[config.mk]
export PLATFORM = sky130hd
export DESIGN_NAME = pipeline_hazard_ctrl
export DESIGN_NICKNAME = d
export VERILOG_FILES = /design/src/rtl/pipeline_hazard_ctrl_pkg.sv /design/src/rtl/pipeline_hazard_ctrl_load_use_detect.sv /design/src/rtl/pipeline_hazard_ctrl.sv
export SDC_FILE = /design/constraint.sdc
export NUM_CORES = 1
export LEC_CHECK = 0
export CAP_MARGIN = 15
export CORE_ASPECT_RATIO = 1.2
export CORE_MARGIN = 4
export CORE_UTILIZATION = 40
export DETAILED_ROUTE_END_ITERATION = 10
export GPL_TIMING_DRIVEN = 0
export PLACE_DENSITY_LB_ADDON = 0.05
export RECOVER_POWER = 25
export SLEW_MARGIN = 20
export SYNTH_ARGS = -nofsm -noshare
export SYNTH_HDL_FRONTEND = slang
export SYNTH_SLANG_ARGS = --single-unit
[constraint.sdc]
create_clock -name clk -period 1.94 [get_ports clk]
set_input_delay 0.194 -clock clk [delete_from_list [all_inputs] [get_ports clk]]
set_output_delay 0.194 -clock clk [all_outputs]
set_load 0.02 [all_outputs]
[src/rtl/pipeline_hazard_ctrl_pkg.sv]
// Shared definitions for the pipeline hazard controller: control codes,
// register address width and sequencer state encodings.
package pipeline_hazard_ctrl_pkg;

   // Hazard-control code applied to each pipeline stage register
   localparam int HAZD_CTL_WIDTH = 2;

   localparam logic [HAZD_CTL_WIDTH-1:0] HAZD_CTL_NORMAL = 2'd0;  // load new contents
   localparam logic [HAZD_CTL_WIDTH-1:0] HAZD_CTL_RETRY  = 2'd1;  // hold current contents
   localparam logic [HAZD_CTL_WIDTH-1:0] HAZD_CTL_NO_OP  = 2'd2;  // insert a bubble

   // Register-file address width
   localparam int HAZD_REG_ADDR_WIDTH = 5;

   // Sequencer states
   typedef enum logic [1:0] {
      CTL_ST_RUN      = 2'd0,
      CTL_ST_MEM_WAIT = 2'd1,
      CTL_ST_HALT     = 2'd2
   } ctl_state_e;

endpackage

[src/rtl/pipeline_hazard_ctrl_load_use_detect.sv]
// Load-use hazard detection: the instruction in ID reads a register that the
// load currently in EX has not produced yet. Register 0 never creates a hazard.
module pipeline_hazard_ctrl_load_use_detect
   import pipeline_hazard_ctrl_pkg::*;
#(
   parameter int REG_ADDR_WIDTH = HAZD_REG_ADDR_WIDTH
) (
   input  logic [REG_ADDR_WIDTH-1:0] id_rs,
   input  logic [REG_ADDR_WIDTH-1:0] id_rt,
   input  logic                      id_uses_rs,
   input  logic                      id_uses_rt,
   input  logic                      ex_mem_read,
   input  logic [REG_ADDR_WIDTH-1:0] ex_rd,
   output logic                      load_use
);

   logic rd_nonzero;
   logic rs_match;
   logic rt_match;

   // Compare the ID source fields against the EX load destination
   always_comb begin
      rd_nonzero = (ex_rd != '0);
      rs_match   = id_uses_rs && (id_rs == ex_rd);
      rt_match   = id_uses_rt && (id_rt == ex_rd);
      load_use   = ex_mem_read && rd_nonzero && (rs_match || rt_match);
   end

endmodule

[src/rtl/pipeline_hazard_ctrl.sv]
// Central hazard sequencer for the 5-stage pipeline. Produces per-stage
// control codes and the PC hold for load-use stalls, multi-cycle memory waits
// (with timeout) and externally requested halts, and counts stall cycles.
module pipeline_hazard_ctrl
   import pipeline_hazard_ctrl_pkg::*;
#(
   parameter int CTL_WIDTH      = HAZD_CTL_WIDTH,
   parameter int REG_ADDR_WIDTH = HAZD_REG_ADDR_WIDTH,
   parameter int MEM_TIMEOUT    = 256,
   parameter int DRAIN_CYCLES   = 4,
   parameter int CNT_WIDTH      = 32
) (
   input  logic                      clk,
   input  logic                      rst_n,
   input  logic [REG_ADDR_WIDTH-1:0] id_rs,
   input  logic [REG_ADDR_WIDTH-1:0] id_rt,
   input  logic                      id_uses_rs,
   input  logic                      id_uses_rt,
   input  logic                      ex_mem_read,
   input  logic [REG_ADDR_WIDTH-1:0] ex_rd,
   input  logic                      mem_req,
   input  logic                      mem_ready,
   input  logic                      halt_req,
   input  logic                      clear_err,
   output logic [CTL_WIDTH-1:0]      if_ctl,
   output logic [CTL_WIDTH-1:0]      id_ctl,
   output logic [CTL_WIDTH-1:0]      ex_ctl,
   output logic [CTL_WIDTH-1:0]      mem_ctl,
   output logic [CTL_WIDTH-1:0]      wb_ctl,
   output logic                      pc_hold,
   output logic                      ignore_no_op,
   output logic                      halted,
   output logic                      mem_timeout,
   output logic [CNT_WIDTH-1:0]      stall_count
);

   localparam int WAIT_W  = $clog2(MEM_TIMEOUT + 1);
   localparam int DRAIN_W = $clog2(DRAIN_CYCLES + 1);

   localparam logic [WAIT_W-1:0]    WAIT_MAX  = WAIT_W'(MEM_TIMEOUT);
   localparam logic [DRAIN_W-1:0]   DRAIN_MAX = DRAIN_W'(DRAIN_CYCLES);
   localparam logic [CTL_WIDTH-1:0] C_NORMAL  = CTL_WIDTH'(HAZD_CTL_NORMAL);
   localparam logic [CTL_WIDTH-1:0] C_RETRY   = CTL_WIDTH'(HAZD_CTL_RETRY);
   localparam logic [CTL_WIDTH-1:0] C_NO_OP   = CTL_WIDTH'(HAZD_CTL_NO_OP);

   // Registered state
   ctl_state_e           state_q,       state_d;
   logic [WAIT_W-1:0]    wait_cnt_q,    wait_cnt_d;
   logic [DRAIN_W-1:0]   drain_cnt_q,   drain_cnt_d;
   logic [CNT_WIDTH-1:0] stall_count_q, stall_count_d;
   logic                 mem_timeout_q, mem_timeout_d;

   // Un-gated decisions for the current cycle
   logic                 load_use;
   logic [CTL_WIDTH-1:0] if_c, id_c, ex_c, mem_c, wb_c;
   logic                 pc_hold_c;
   logic                 ignore_c;
   logic                 halted_c;
   logic                 count_stall;
   logic                 set_timeout;

   pipeline_hazard_ctrl_load_use_detect #(
      .REG_ADDR_WIDTH (REG_ADDR_WIDTH)
   ) u_load_use_detect (
      .id_rs       (id_rs),
      .id_rt       (id_rt),
      .id_uses_rs  (id_uses_rs),
      .id_uses_rt  (id_uses_rt),
      .ex_mem_read (ex_mem_read),
      .ex_rd       (ex_rd),
      .load_use    (load_use)
   );

   // Sequencer: per-stage codes, PC hold and next state from state and inputs
   always_comb begin
      state_d     = state_q;
      wait_cnt_d  = wait_cnt_q;
      drain_cnt_d = drain_cnt_q;
      if_c        = C_NORMAL;
      id_c        = C_NORMAL;
      ex_c        = C_NORMAL;
      mem_c       = C_NORMAL;
      wb_c        = C_NORMAL;
      pc_hold_c   = 1'b0;
      ignore_c    = 1'b0;
      halted_c    = 1'b0;
      count_stall = 1'b0;
      set_timeout = 1'b0;

      unique case (state_q)
         CTL_ST_RUN: begin
            if (mem_req && !mem_ready) begin
               // Freeze everything up to MEM; WB receives a bubble
               if_c        = C_RETRY;
               id_c        = C_RETRY;
               ex_c        = C_RETRY;
               mem_c       = C_RETRY;
               wb_c        = C_NO_OP;
               pc_hold_c   = 1'b1;
               count_stall = 1'b1;
               state_d     = CTL_ST_MEM_WAIT;
               wait_cnt_d  = WAIT_W'(1);
            end else if (halt_req) begin
               // Stop fetching and let the in-flight instructions drain
               if_c        = C_NO_OP;
               pc_hold_c   = 1'b1;
               state_d     = CTL_ST_HALT;
               drain_cnt_d = DRAIN_W'(1);
            end else if (load_use) begin
               // Hold IF/ID one cycle and send a bubble into EX
               if_c        = C_RETRY;
               id_c        = C_RETRY;
               ex_c        = C_NO_OP;
               pc_hold_c   = 1'b1;
               count_stall = 1'b1;
            end
         end

         CTL_ST_MEM_WAIT: begin
            if (mem_ready) begin
               // Access completed: resume, and IF/ID must not take the stale no-op flag
               ignore_c   = 1'b1;
               state_d    = CTL_ST_RUN;
               wait_cnt_d = '0;
            end else if (wait_cnt_q < WAIT_MAX) begin
               if_c        = C_RETRY;
               id_c        = C_RETRY;
               ex_c        = C_RETRY;
               mem_c       = C_RETRY;
               wb_c        = C_NO_OP;
               pc_hold_c   = 1'b1;
               count_stall = 1'b1;
               wait_cnt_d  = wait_cnt_q + WAIT_W'(1);
            end else begin
               // Abandon the access: MEM result is dropped by bubbling WB
               wb_c        = C_NO_OP;
               ignore_c    = 1'b1;
               count_stall = 1'b1;
               set_timeout = 1'b1;
               state_d     = CTL_ST_RUN;
               wait_cnt_d  = '0;
            end
         end

         CTL_ST_HALT: begin
            if_c      = C_NO_OP;
            pc_hold_c = 1'b1;
            halted_c  = (drain_cnt_q == DRAIN_MAX);
            if (!halt_req) begin
               state_d     = CTL_ST_RUN;
               drain_cnt_d = '0;
            end else if (drain_cnt_q < DRAIN_MAX) begin
               drain_cnt_d = drain_cnt_q + DRAIN_W'(1);
            end
         end

         default: begin
            state_d     = CTL_ST_RUN;
            wait_cnt_d  = '0;
            drain_cnt_d = '0;
         end
      endcase
   end

   // Saturating stall counter and sticky timeout flag (set beats clear)
   always_comb begin
      stall_count_d = stall_count_q;
      if (count_stall && (stall_count_q != '1)) begin
         stall_count_d = stall_count_q + CNT_WIDTH'(1);
      end
      mem_timeout_d = mem_timeout_q;
      if (set_timeout) begin
         mem_timeout_d = 1'b1;
      end else if (clear_err) begin
         mem_timeout_d = 1'b0;
      end
   end

   // State and counter registers with asynchronous reset
   always_ff @(posedge clk or negedge rst_n) begin
      if (!rst_n) begin
         state_q       <= CTL_ST_RUN;
         wait_cnt_q    <= '0;
         drain_cnt_q   <= '0;
         stall_count_q <= '0;
         mem_timeout_q <= 1'b0;
      end else begin
         state_q       <= state_d;
         wait_cnt_q    <= wait_cnt_d;
         drain_cnt_q   <= drain_cnt_d;
         stall_count_q <= stall_count_d;
         mem_timeout_q <= mem_timeout_d;
      end
   end

   // While reset is held every stage gets a bubble and the PC is frozen
   always_comb begin
      if (!rst_n) begin
         if_ctl       = C_NO_OP;
         id_ctl       = C_NO_OP;
         ex_ctl       = C_NO_OP;
         mem_ctl      = C_NO_OP;
         wb_ctl       = C_NO_OP;
         pc_hold      = 1'b1;
         ignore_no_op = 1'b0;
         halted       = 1'b0;
      end else begin
         if_ctl       = if_c;
         id_ctl       = id_c;
         ex_ctl       = ex_c;
         mem_ctl      = mem_c;
         wb_ctl       = wb_c;
         pc_hold      = pc_hold_c;
         ignore_no_op = ignore_c;
         halted       = halted_c;
      end
   end

   assign stall_count = stall_count_q;
   assign mem_timeout = mem_timeout_q;

endmodule

# ---- After elaboration in Yosys (flattened, before gate mapping)
# Index checks and enable logic that the tools add are counted.
dict set report classes {
  n_addsub 3
  n_mul 0
  div_mod_pow 0
  n_lt_le_gt_ge 2
  eq_ne 13
  shift 0
  n_mux 59
  bitwise 2
  n_reduce_logical 14
}
# operator count
set ops {}
lappend ops {{2-bit 2-to-1 mux} 17}
lappend ops {{32-bit by 1-bit adder with 32-bit output, second input constant} 1}
lappend ops {{32-bit != test, second input constant} 1}
lappend ops {{9-bit 2-to-1 mux} 3}
lappend ops {{9-bit case mux with 3 select lines} 1}
lappend ops {{1-bit 2-to-1 mux} 25}
lappend ops {{3-bit 2-to-1 mux} 4}
lappend ops {{2-bit case mux with 3 select lines} 2}
lappend ops {{5-bit equality test} 2}
lappend ops {{9-bit by 1-bit adder with 9-bit output, second input constant} 1}
lappend ops {{9-bit < comparator, second input constant} 1}
lappend ops {{3-bit != test, second input constant} 3}
lappend ops {{3-bit case mux with 3 select lines} 1}
lappend ops {{2-bit != test, second input constant} 4}
lappend ops {{2-bit case mux with 2 select lines} 2}
lappend ops {{1-bit logical AND} 6}
lappend ops {{1-bit case mux with 2 select lines} 3}
lappend ops {{5-bit nonzero test} 1}
lappend ops {{4-bit AND reduction} 1}
lappend ops {{3-bit by 1-bit adder with 3-bit output, second input constant} 1}
lappend ops {{3-bit equality test, second input constant} 1}
lappend ops {{3-bit < comparator, second input constant} 1}
lappend ops {{1-bit case mux with 3 select lines} 1}
lappend ops {{3-bit AND reduction} 1}
lappend ops {{other kinds (8)} 9}
dict set report word_totals {
  register_bits 47
  latchBits 0
  mem_bits_rw 0
  mem_bits_ro 0
  word_cells 98
  n_memories 0
}

# ---- Longest topological paths before layout
# Gate-level depths: netlist of the first run.
dict set report logic_depth {
  depth_word 9
  mapped_depth 8
}

# ---- Hierarchy
# Synthesis of the first run repeated with hierarchy kept, for this count alone.
dict set report unflattened {
  hier_cells 269
  area_unflattened_um2 2640.0
}
# module n_inst cells_per_inst area_per_inst_um2
set by_module_without_submodules {}
lappend by_module_without_submodules {pipeline_hazard_ctrl 1 252 2506.2}
lappend by_module_without_submodules {pipeline_hazard_ctrl_load_use_detect 1 17 133.9}

# ---- Least setup slack after synthesis of the first run
# OpenSTA, ideal clock, no wires.
dict set report synth_path {
  path_kind {register to register}
  startpoint {reg stall_count_q[21], in the netlist stall_count[21]}
  endpoint {reg stall_count_q[20], in the netlist stall_count[20]}
  setup_ps 138
  arrival_ps 1975
  required_time_ps 1802
  slack_ps -173
  stages_incl_launch_ff 8
  path_buffers 1
  synth_period_minus_slack_ps 2113
  path_cell_list {dfrtp_1 nand4_1 or3_1 o32a_1 nand2_1 buf_4 nor4_1 xor2_1}
}
dict set report synth_via {
  elab_chain_cells 2
}
# item line_no
set synth_rtl {}
lappend synth_rtl {{from (decl)} pipeline_hazard_ctrl.sv:50} ;# logic [CNT_WIDTH-1:0] stall_count_q, stall_count_d;
lappend synth_rtl {{from (signal assigned)} pipeline_hazard_ctrl.sv:191} ;# stall_count_q <= stall_count_d;
lappend synth_rtl {{32-bit != test} pipeline_hazard_ctrl.sv:168} ;# if (count_stall && (stall_count_q != '1)) begin
lappend synth_rtl {{1-bit logical AND} pipeline_hazard_ctrl.sv:168}
# No other way between the ends.
# A chain may end at the register's enable or synchronous reset.

# ---- Final worst setup path of the first run
dict set report layout_path {
  startpoint {in ex_rd[1]}
  endpoint {out pc_hold}
}
dict set report layout_via {
  elab_chain_cells 9
  elab_cells_between_ends 13
  classes_between {2 x eq/ne; 5 x mux; 6 x reduce/logical}
}
# item line_no
set layout_rtl {}
lappend layout_rtl {{from (decl)} pipeline_hazard_ctrl.sv:20} ;# input logic [REG_ADDR_WIDTH-1:0] ex_rd,
lappend layout_rtl {{5-bit equality test, on equally long branches} {pipeline_hazard_ctrl_load_use_detect.sv:24, pipeline_hazard_ctrl_load_use_detect.sv:25}}
lappend layout_rtl {{1-bit logical AND, on equally long branches} {pipeline_hazard_ctrl_load_use_detect.sv:24, pipeline_hazard_ctrl_load_use_detect.sv:25}}
lappend layout_rtl {{1-bit logical OR} pipeline_hazard_ctrl_load_use_detect.sv:26} ;# load_use = ex_mem_read && rd_nonzero && (rs_match || rt_match);
lappend layout_rtl {{1-bit logical AND *} pipeline_hazard_ctrl_load_use_detect.sv:26}
lappend layout_rtl {{1-bit 2-to-1 mux *} pipeline_hazard_ctrl.sv:109} ;# end else if (load_use) begin
lappend layout_rtl {{1-bit 2-to-1 mux *} pipeline_hazard_ctrl.sv:103} ;# end else if (halt_req) begin
lappend layout_rtl {{1-bit 2-to-1 mux *} pipeline_hazard_ctrl.sv:92} ;# if (mem_req && !mem_ready) begin
lappend layout_rtl {{1-bit case mux with 3 select lines *} pipeline_hazard_ctrl.sv:90} ;# unique case (state_q)
lappend layout_rtl {{1-bit 2-to-1 mux *} pipeline_hazard_ctrl.sv:198} ;# if (!rst_n) begin
lappend layout_rtl {{to (decl)} pipeline_hazard_ctrl.sv:30} ;# output logic pc_hold,
# Every way passes the cells marked *; elsewhere a longest branch is shown, timed or not.

==> impl_metrics.json, run 1 <==
{
  "yosysTopAreaCell": "dfrtp_1",
  "worst_path_max_delay_cell": "or3_4",
  "core-area_um2": 6128,
  "hold_start": "clear_err",
  "ys_seq_area_frac": 0.4585,
  "syn-instance-count": 264,
  "placed_area_um2": 3374,
  "outcome": "finished with violations",
  "worstHoldEndpoint": "mem_timeout",
  "die-width_um": 81.10,
  "critical_path_class": "input pin to output port",
  "drtPass1Iterations": 4,
  "violations": "setup timing",
  "wl_met3_um": 266,
  "hold_path.class": "input pin to flip-flop",
  "finalHoldViolCount": 0,
  "arrival_ns": 1.77,
  "clockRootBuffer": "clkbuf_8",
  "drt_wl_total_mm": 6.744,
  "hold_ws_ns": 0.4490,
  "io_pins": 70,
  "ctsHtreeMaxLevel": 2,
  "clock_path_buffers": 2,
  "fin_cells": 444,
  "postSynthAreaPerCell_um2": 9.716,
  "setup_violations": 4,
  "ant_nets": 0,
  "clkPwrFrac": 0.275,
  "power_leakage_nw": 1.607,
  "drc": 0,
  "crit_fanout": 3,
  "ys_ff_latch": 47,
  "numCtsBuffers": 5,
  "gp_congestion": 0.7843,
  "synth_edf_count": 0,
  "slew_viol_final": 0,
  "overflow": 0,
  "ir_drop_mv": 0.6017,
  "wl_met1_mm": 2.839,
  "r2r_setup_slack_ns": -0.02,
  "drive_gt1_frac": 0.2597,
  "switching_share": 0.3052,
  "skew_ns": 0.005168,
  "regToRegStartpoint": "state_q[1]",
  "yosysWarnings": 0,
  "wire_per_inst_um": 15.19,
  "synth_top_flop_cell": "dfrtp_1",
  "r2r-end": "stall_count[31]",
  "vias": 2315,
  "synth_area_um2": 2565,
  "routed_via_density": 5.214,
  "clock.fmax_mhz": 509.9,
  "area_growth_pct": 47.37,
  "cp-end-kind": "output port",
  "cts.reportedPaths.clkPinSlew_ns": 0.09,
  "relSlewSlack": 0.2411,
  "period_share": 1.011,
  "power_frac_seq": 0.474,
  "synthTopCellsByArea": "dfrtp_1, xnor2_1, nand4_1, xor2_1, nand3_1",
  "syn-num-nets": 292,
  "synth_cell_types": 43,
  "top_layer": "met4",
  "placed_cells": 414,
  "slowest_delay_ns": 0.41,
  "required_ns": 1.75,
  "utilization": 0.6168,
  "fin_tns_setup_ns": -0.04448,
  "final_cell_mix": "clkdlybuf4s50_1, dfrtp_1, xnor2_1",
  "clkLatencyLatePin_ns": 0.30,
  "rsz0062_at_grt": "yes",
  "drt-initial-drc-count": 75,
  "async_reset_ff_frac": 1.000,
  "tightest_slew_ns": 1.138,
  "grt_max_degree": 54,
  "cap_violations": 0,
  "grt_first_pass_wirelength_mm": 10.54,
  "wl_met2_mm": 3.515,
  "cts_tree": "built",
  "antenna_found_initial": 0,
  "dpl.hpwl_mm": 4.718,
  "crit_path_start_kind": "input pin",
  "initial_utilization": 0.4185,
  "r2r_cells": 6,
  "synth_top_area_frac": 0.4585,
  "cts.sinks": 47,
  "p_per_area_nw_per_um2": 617.7,
  "layout.cells.most_common": "clkdlybuf4s50_1",
  "grt_pass1_vias": 2257,
  "postLayoutSetupSlackWorst_ns": -0.02116,
  "nets": 389,
  "pwr-share-comb": 0.250,
  "port_buffers": 68,
  "antenna_cells": 0,
  "p_sw_mw": 0.7126,
  "crit_chain": "dlygate4sd2_1 > or3_4 > o311a_1 > nor4_2 > o211ai_1 > buf_4",
  "intPower_mw": 1.622,
  "holdPathStages": 2,
  "finish.instance_area_um2": 3780,
  "layout_min_cycle_time_ns": 1.961,
  "dieArea_um2": 7763,
  "grtUsageTotal": 0.1748,
  "die_y_um": 95.72,
  "rows": 31
}
[critical path: cells and delay by family]
kind,cells,cell delay [ns]
AOI/OAI and AO/OA,2,0.46
buffers and inverters,2,0.44
and+or+nand+nor,2,0.66
[power groups by stage]
stage          clock network [mW]  logic (mW)  registers, mW
6_report                    0.643       0.584           1.11
5_1_grt                     0.707       0.636           1.12
4_1_cts                     0.670       0.542           1.11
3_5_place_dp                    0       0.480           1.15
3_3_place_gp                    0       0.472           1.15
2_1_floorplan                   0       0.214           1.18
[cell type report]
type                       count  area (µm²)
clock buffer                   6       82.58
tap                           82       102.6
clock inverter                 2       16.27
multi-input combinational    198        1440
fill                         568        2349
inverter                      10       37.54
timing repair buffer          92       838.3
buffer                         7       73.82
sequential                    47        1189
[cell usage after synthesis (2+ instances only)]
master    count
xor2_1       10
o21ai_0       6
nand2_1      21
and3_2        3
buf_4         4
a21oi_1      11
xnor2_1      34
ha_1          4
and4_1        2
nand3_2       2
nor4_1        4
inv_1        10
and4_2        2
nand3_1      17
nor3_1       13
nand4_1      20
mux2i_1       2
o22ai_1       3
nor2b_1       2
and3_1        4
buf_6         2
dfrtp_1      47
nand2b_1      2
clkbuf_1      2
nor2_1       19
[metal layers]
metal	global-route usage	vias to the layer above
li1	-	1132
met1	0.2187	1117
met2	0.3021	53
met3	0.02996	13
met4	0.06197	0
met5	0	-
[how the worst max path moves through the flow]
stage	start	end
6_report	ex_rd[1]	pc_hold
4_1_cts	ex_rd[1]	pc_hold
3_3_place_gp	rst_n	mem_ctl[0]
3_5_place_dp	ex_rd[1]	pc_hold
5_1_grt	stall_count[27]	stall_count[17]
2_1_floorplan	stall_count[21]	stall_count[20]
[flip-flops by register name, summed over array words and instances (netlist names)]
name / flops
wait_cnt_q: 9
mem_timeout: 1
drain_cnt_q: 3
stall_count: 32
state_q: 2
[logic make-up (layout without fill, tap and decap cells)]
kind of cell / count (synthesis) / after routing / share of synthesized area
mux: 3 / 3 / 0.01220
simple gates: 117 / 117 / 0.2454
fa+ha+maj: 4 / 4 / 0.01951
compound gates: 29 / 29 / 0.07269
buf+inv: 19 / 117 / 0.04000
xor+xnor: 44 / 44 / 0.1502
other cells: 1 / 1 / 0.001462
flops: 47 / 47 / 0.4585
[per-stage QoR]
| stage | setup slack (ns) | total power, mW |
|---|---|---|
| 6_report | -0.02116 | 2.335 |
| 3_3_place_gp | -2.018 | 1.618 |
| 5_1_grt | -0.1018 | 2.459 |
| 3_5_place_dp | -0.6834 | 1.628 |
| 2_1_floorplan | -0.009209 | 1.389 |
| 4_1_cts | -0.1291 | 2.318 |
[timing repair]
| item | 4_1_cts | 5_1_grt |
|---|---|---|
| pin swaps | 3 | 22 |
| setup buffers | 13 | 9 |
| setup endpoints to repair | 44 | 38 |
| endpoints found under the hold margin | 47 | 47 |
| gates resized for setup | 44 | 31 |
Note: power is estimated with default switching activity, not from simulation.
==> inputs of run 2 (changes only) <==
CELL_PAD_IN_SITES_DETAIL_PLACEMENT = 0   (was default)
CELL_PAD_IN_SITES_GLOBAL_PLACEMENT = 1   (was default)
CORE_UTILIZATION = 33   (was 40)
MAX_ROUTING_LAYER = met4   (was default)
==> run 2 against run 1 <==
The flow still finishes with violations (setup timing). Hold slack worse by 0.0069 ns. Sequential power hardly changed. Global-route usage is 1.6 points lower. Via count is 1.9% higher. Die area is 19% higher. Utilization is 8.8 points lower. Sequential cell count stayed put. First-iteration DRC count is 16% higher. Clock skew is 0.0062 ns higher. Non-clock buffer count is 7 higher. Cell count is 3.4% higher.
==> impl_metrics.json, run 2 (synthesized netlist as in run 1, its figures left out) <==
{
  "rows": 34,
  "worst_path_max_delay_cell": "or4b_4",
  "port_buffers": 68,
  "use_met1": 0.1996,
  "clkLatencyLatePin_ns": 0.31,
  "vias": 2360,
  "numCtsBuffers": 5,
  "grt_first_pass_wirelength_mm": 11.45,
  "finalHoldViolCount": 0,
  "dieArea_um2": 9253,
  "antenna_cells": 0,
  "path_buf_inv": 0,
  "ctsHtreeMaxLevel": 2,
  "cap_violations": 0,
  "grt_pass1_vias": 2372,
  "tightest_slew_ns": 1.242,
  "gr-usage-met2": 0.2668,
  "die-width_um": 88.48,
  "placed_area_um2": 3385,
  "io_pins": 70,
  "area_growth_pct": 52.59,
  "core-area_um2": 7402,
  "die_y_um": 104.6,
  "cts.reportedPaths.clkPinSlew_ns": 0.10,
  "finalPower_mw": 2.305,
  "grt_max_degree": 48,
  "postLayoutSetupSlackWorst_ns": -0.04933,
  "drive_gt1_frac": 0.2710,
  "wire_per_inst_um": 15.92,
  "routed_via_density": 5.142,
  "rsz0062_at_grt": "yes",
  "antenna_found_initial": 0,
  "crit_path_start_kind": "flip-flop",
  "nets": 396,
  "cp-end-kind": "flip-flop",
  "utilization": 0.5287,
  "gp_congestion": 0.8401,
  "period_share": 1.025,
  "grtUsageTotal": 0.1593,
  "relSlewSlack": 0.1722,
  "violations": "setup timing",
  "hold_path.class": "input pin to flip-flop",
  "r2r_setup_slack_ns": -0.05,
  "p_per_area_nw_per_um2": 589.0,
  "path_depth": 7,
  "drtPass1Iterations": 5,
  "r2r-end": "stall_count[31]",
  "skew_ns": 0.01135,
  "crit_end": "stall_count[31]",
  "regToRegStartpoint": "stall_count[1]",
  "cts.sinks": 47,
  "multi_input_area_um2": 1443,
  "seq_area_um2": 1190,
  "slew_viol_final": 0,
  "setup_violations": 5,
  "grt_util_met3": 0.02520,
  "critical_path_class": "flip-flop to flip-flop",
  "overflow": 0,
  "fin_cells": 459,
  "layout.cells.most_common": "clkdlybuf4s50_1",
  "fin_tns_setup_ns": -0.1216,
  "clock_path_buffers": 2,
  "initial_utilization": 0.3465,
  "busiest_layer": "met2",
  "r2r_cells": 7,
  "critPathLaunch": "stall_count[1]",
  "drt_wl_total_mm": 7.307,
  "required_ns": 2.13,
  "crit_fanout": 6,
  "drt-initial-drc-count": 87,
  "cts_tree": "built",
  "clockRootBuffer": "clkbuf_8",
  "crit_family": "simple AND/OR/NAND/NOR gates",
  "final_cell_mix": "clkdlybuf4s50_1, dfrtp_1, xnor2_1",
  "dpl.hpwl_mm": 4.902,
  "clock.fmax_mhz": 502.7,
  "power_leakage_nw": 1.731,
  "layout_min_cycle_time_ns": 1.989,
  "ant_nets": 0,
  "largest_reg_flops": 32,
  "placed_cells": 422,
  "ir_drop_mv": 0.3107,
  "slowest_delay_ns": 0.54,
  "drc": 0,
  "finish.instance_area_um2": 3914,
  "outcome": "finished with violations",
  "crit_chain": "ha_4 > and3_2 > nand3_1 > o32a_1 > nand2_2 > or4b_4 > xnor2_1",
  "arrival_ns": 2.18,
  "nFillCells": 727
}
run 2: changes by cell type in the layout (fill, tap and decap cells not counted), moves of 3 or more:
cell	previous run	this run
dlymetal6s2s_1	3	9
clkdlybuf4s50_1	51	43
nor2_1	17	14
buf_2	1	4
buf_8	1	4
dlygate4sd2_1	7	10
run 2: layer usage:
metal,vias up,part of all wire
met2,56,0.51
met3,10,0.039
met1,1147,0.43
met5,-,0
met4,0,0.014
li1,1147,-
run 2: layout make-up:
cell class / instances / area share
clock inverters: 3 / 0.004795
flip-flops and latches: 47 / 0.3040
inverters: 10 / 0.009591
multi-input cells: 198 / 0.3686
clock buffers: 5 / 0.01758
repair buffers: 98 / 0.2446
plain buffers: 8 / 0.02206
well taps: 90 / 0.02877
run 2: metrics by stage:
step	hold WS [ns]	worst slack (ns)
after floorplan	-0.1016	-0.009209
after global placement	0.4773	-2.123
after detailed placement	0.2836	-0.7584
after CTS	0.4374	-0.02318
after global routing	0.4459	-0.1043
final	0.4420	-0.04933
run 2: worst min-delay path by stage:
stage,from,endpoint,slack [ns],cells past startpoint
after detailed placement,rst_n,wait_cnt_q[4],0.28,1
after CTS,clear_err,mem_timeout,0.44,2
after global routing,clear_err,mem_timeout,0.45,2
after global placement,stall_count[13],stall_count[13],0.48,1
after floorplan,rst_n,drain_cnt_q[0],-0.10,0
final,clear_err,mem_timeout,0.44,2
run 2: power by group:
part           internal [mW]  switching (mW)  total [mW]
sequential              1.04          0.0664        1.11
clock                  0.254           0.349       0.604
combinational          0.298           0.296       0.594
total                   1.59           0.712        2.31
run 2: what timing repair did:
action | 4_1_cts | 5_1_grt
endpoints found under the hold margin | 47 | 0
hold buffers | 2 | 0
pin swaps | 9 | 37
cloned | 0 | 2
resized for setup | 56 | 35
buffers inserted | 17 | 9
setup endpoints to repair | 45 | 32
run 2: worst reg2reg max path: cells and delay by family (launching register included):
kind                     cells  cell delay, ns
AO/OA/AOI/OAI                1            0.21
adder cells (fa/ha/maj)      1            0.18
XOR/XNOR                     1            0.13
flip-flops                   1            0.43
AND/OR/NAND/NOR              4            0.92
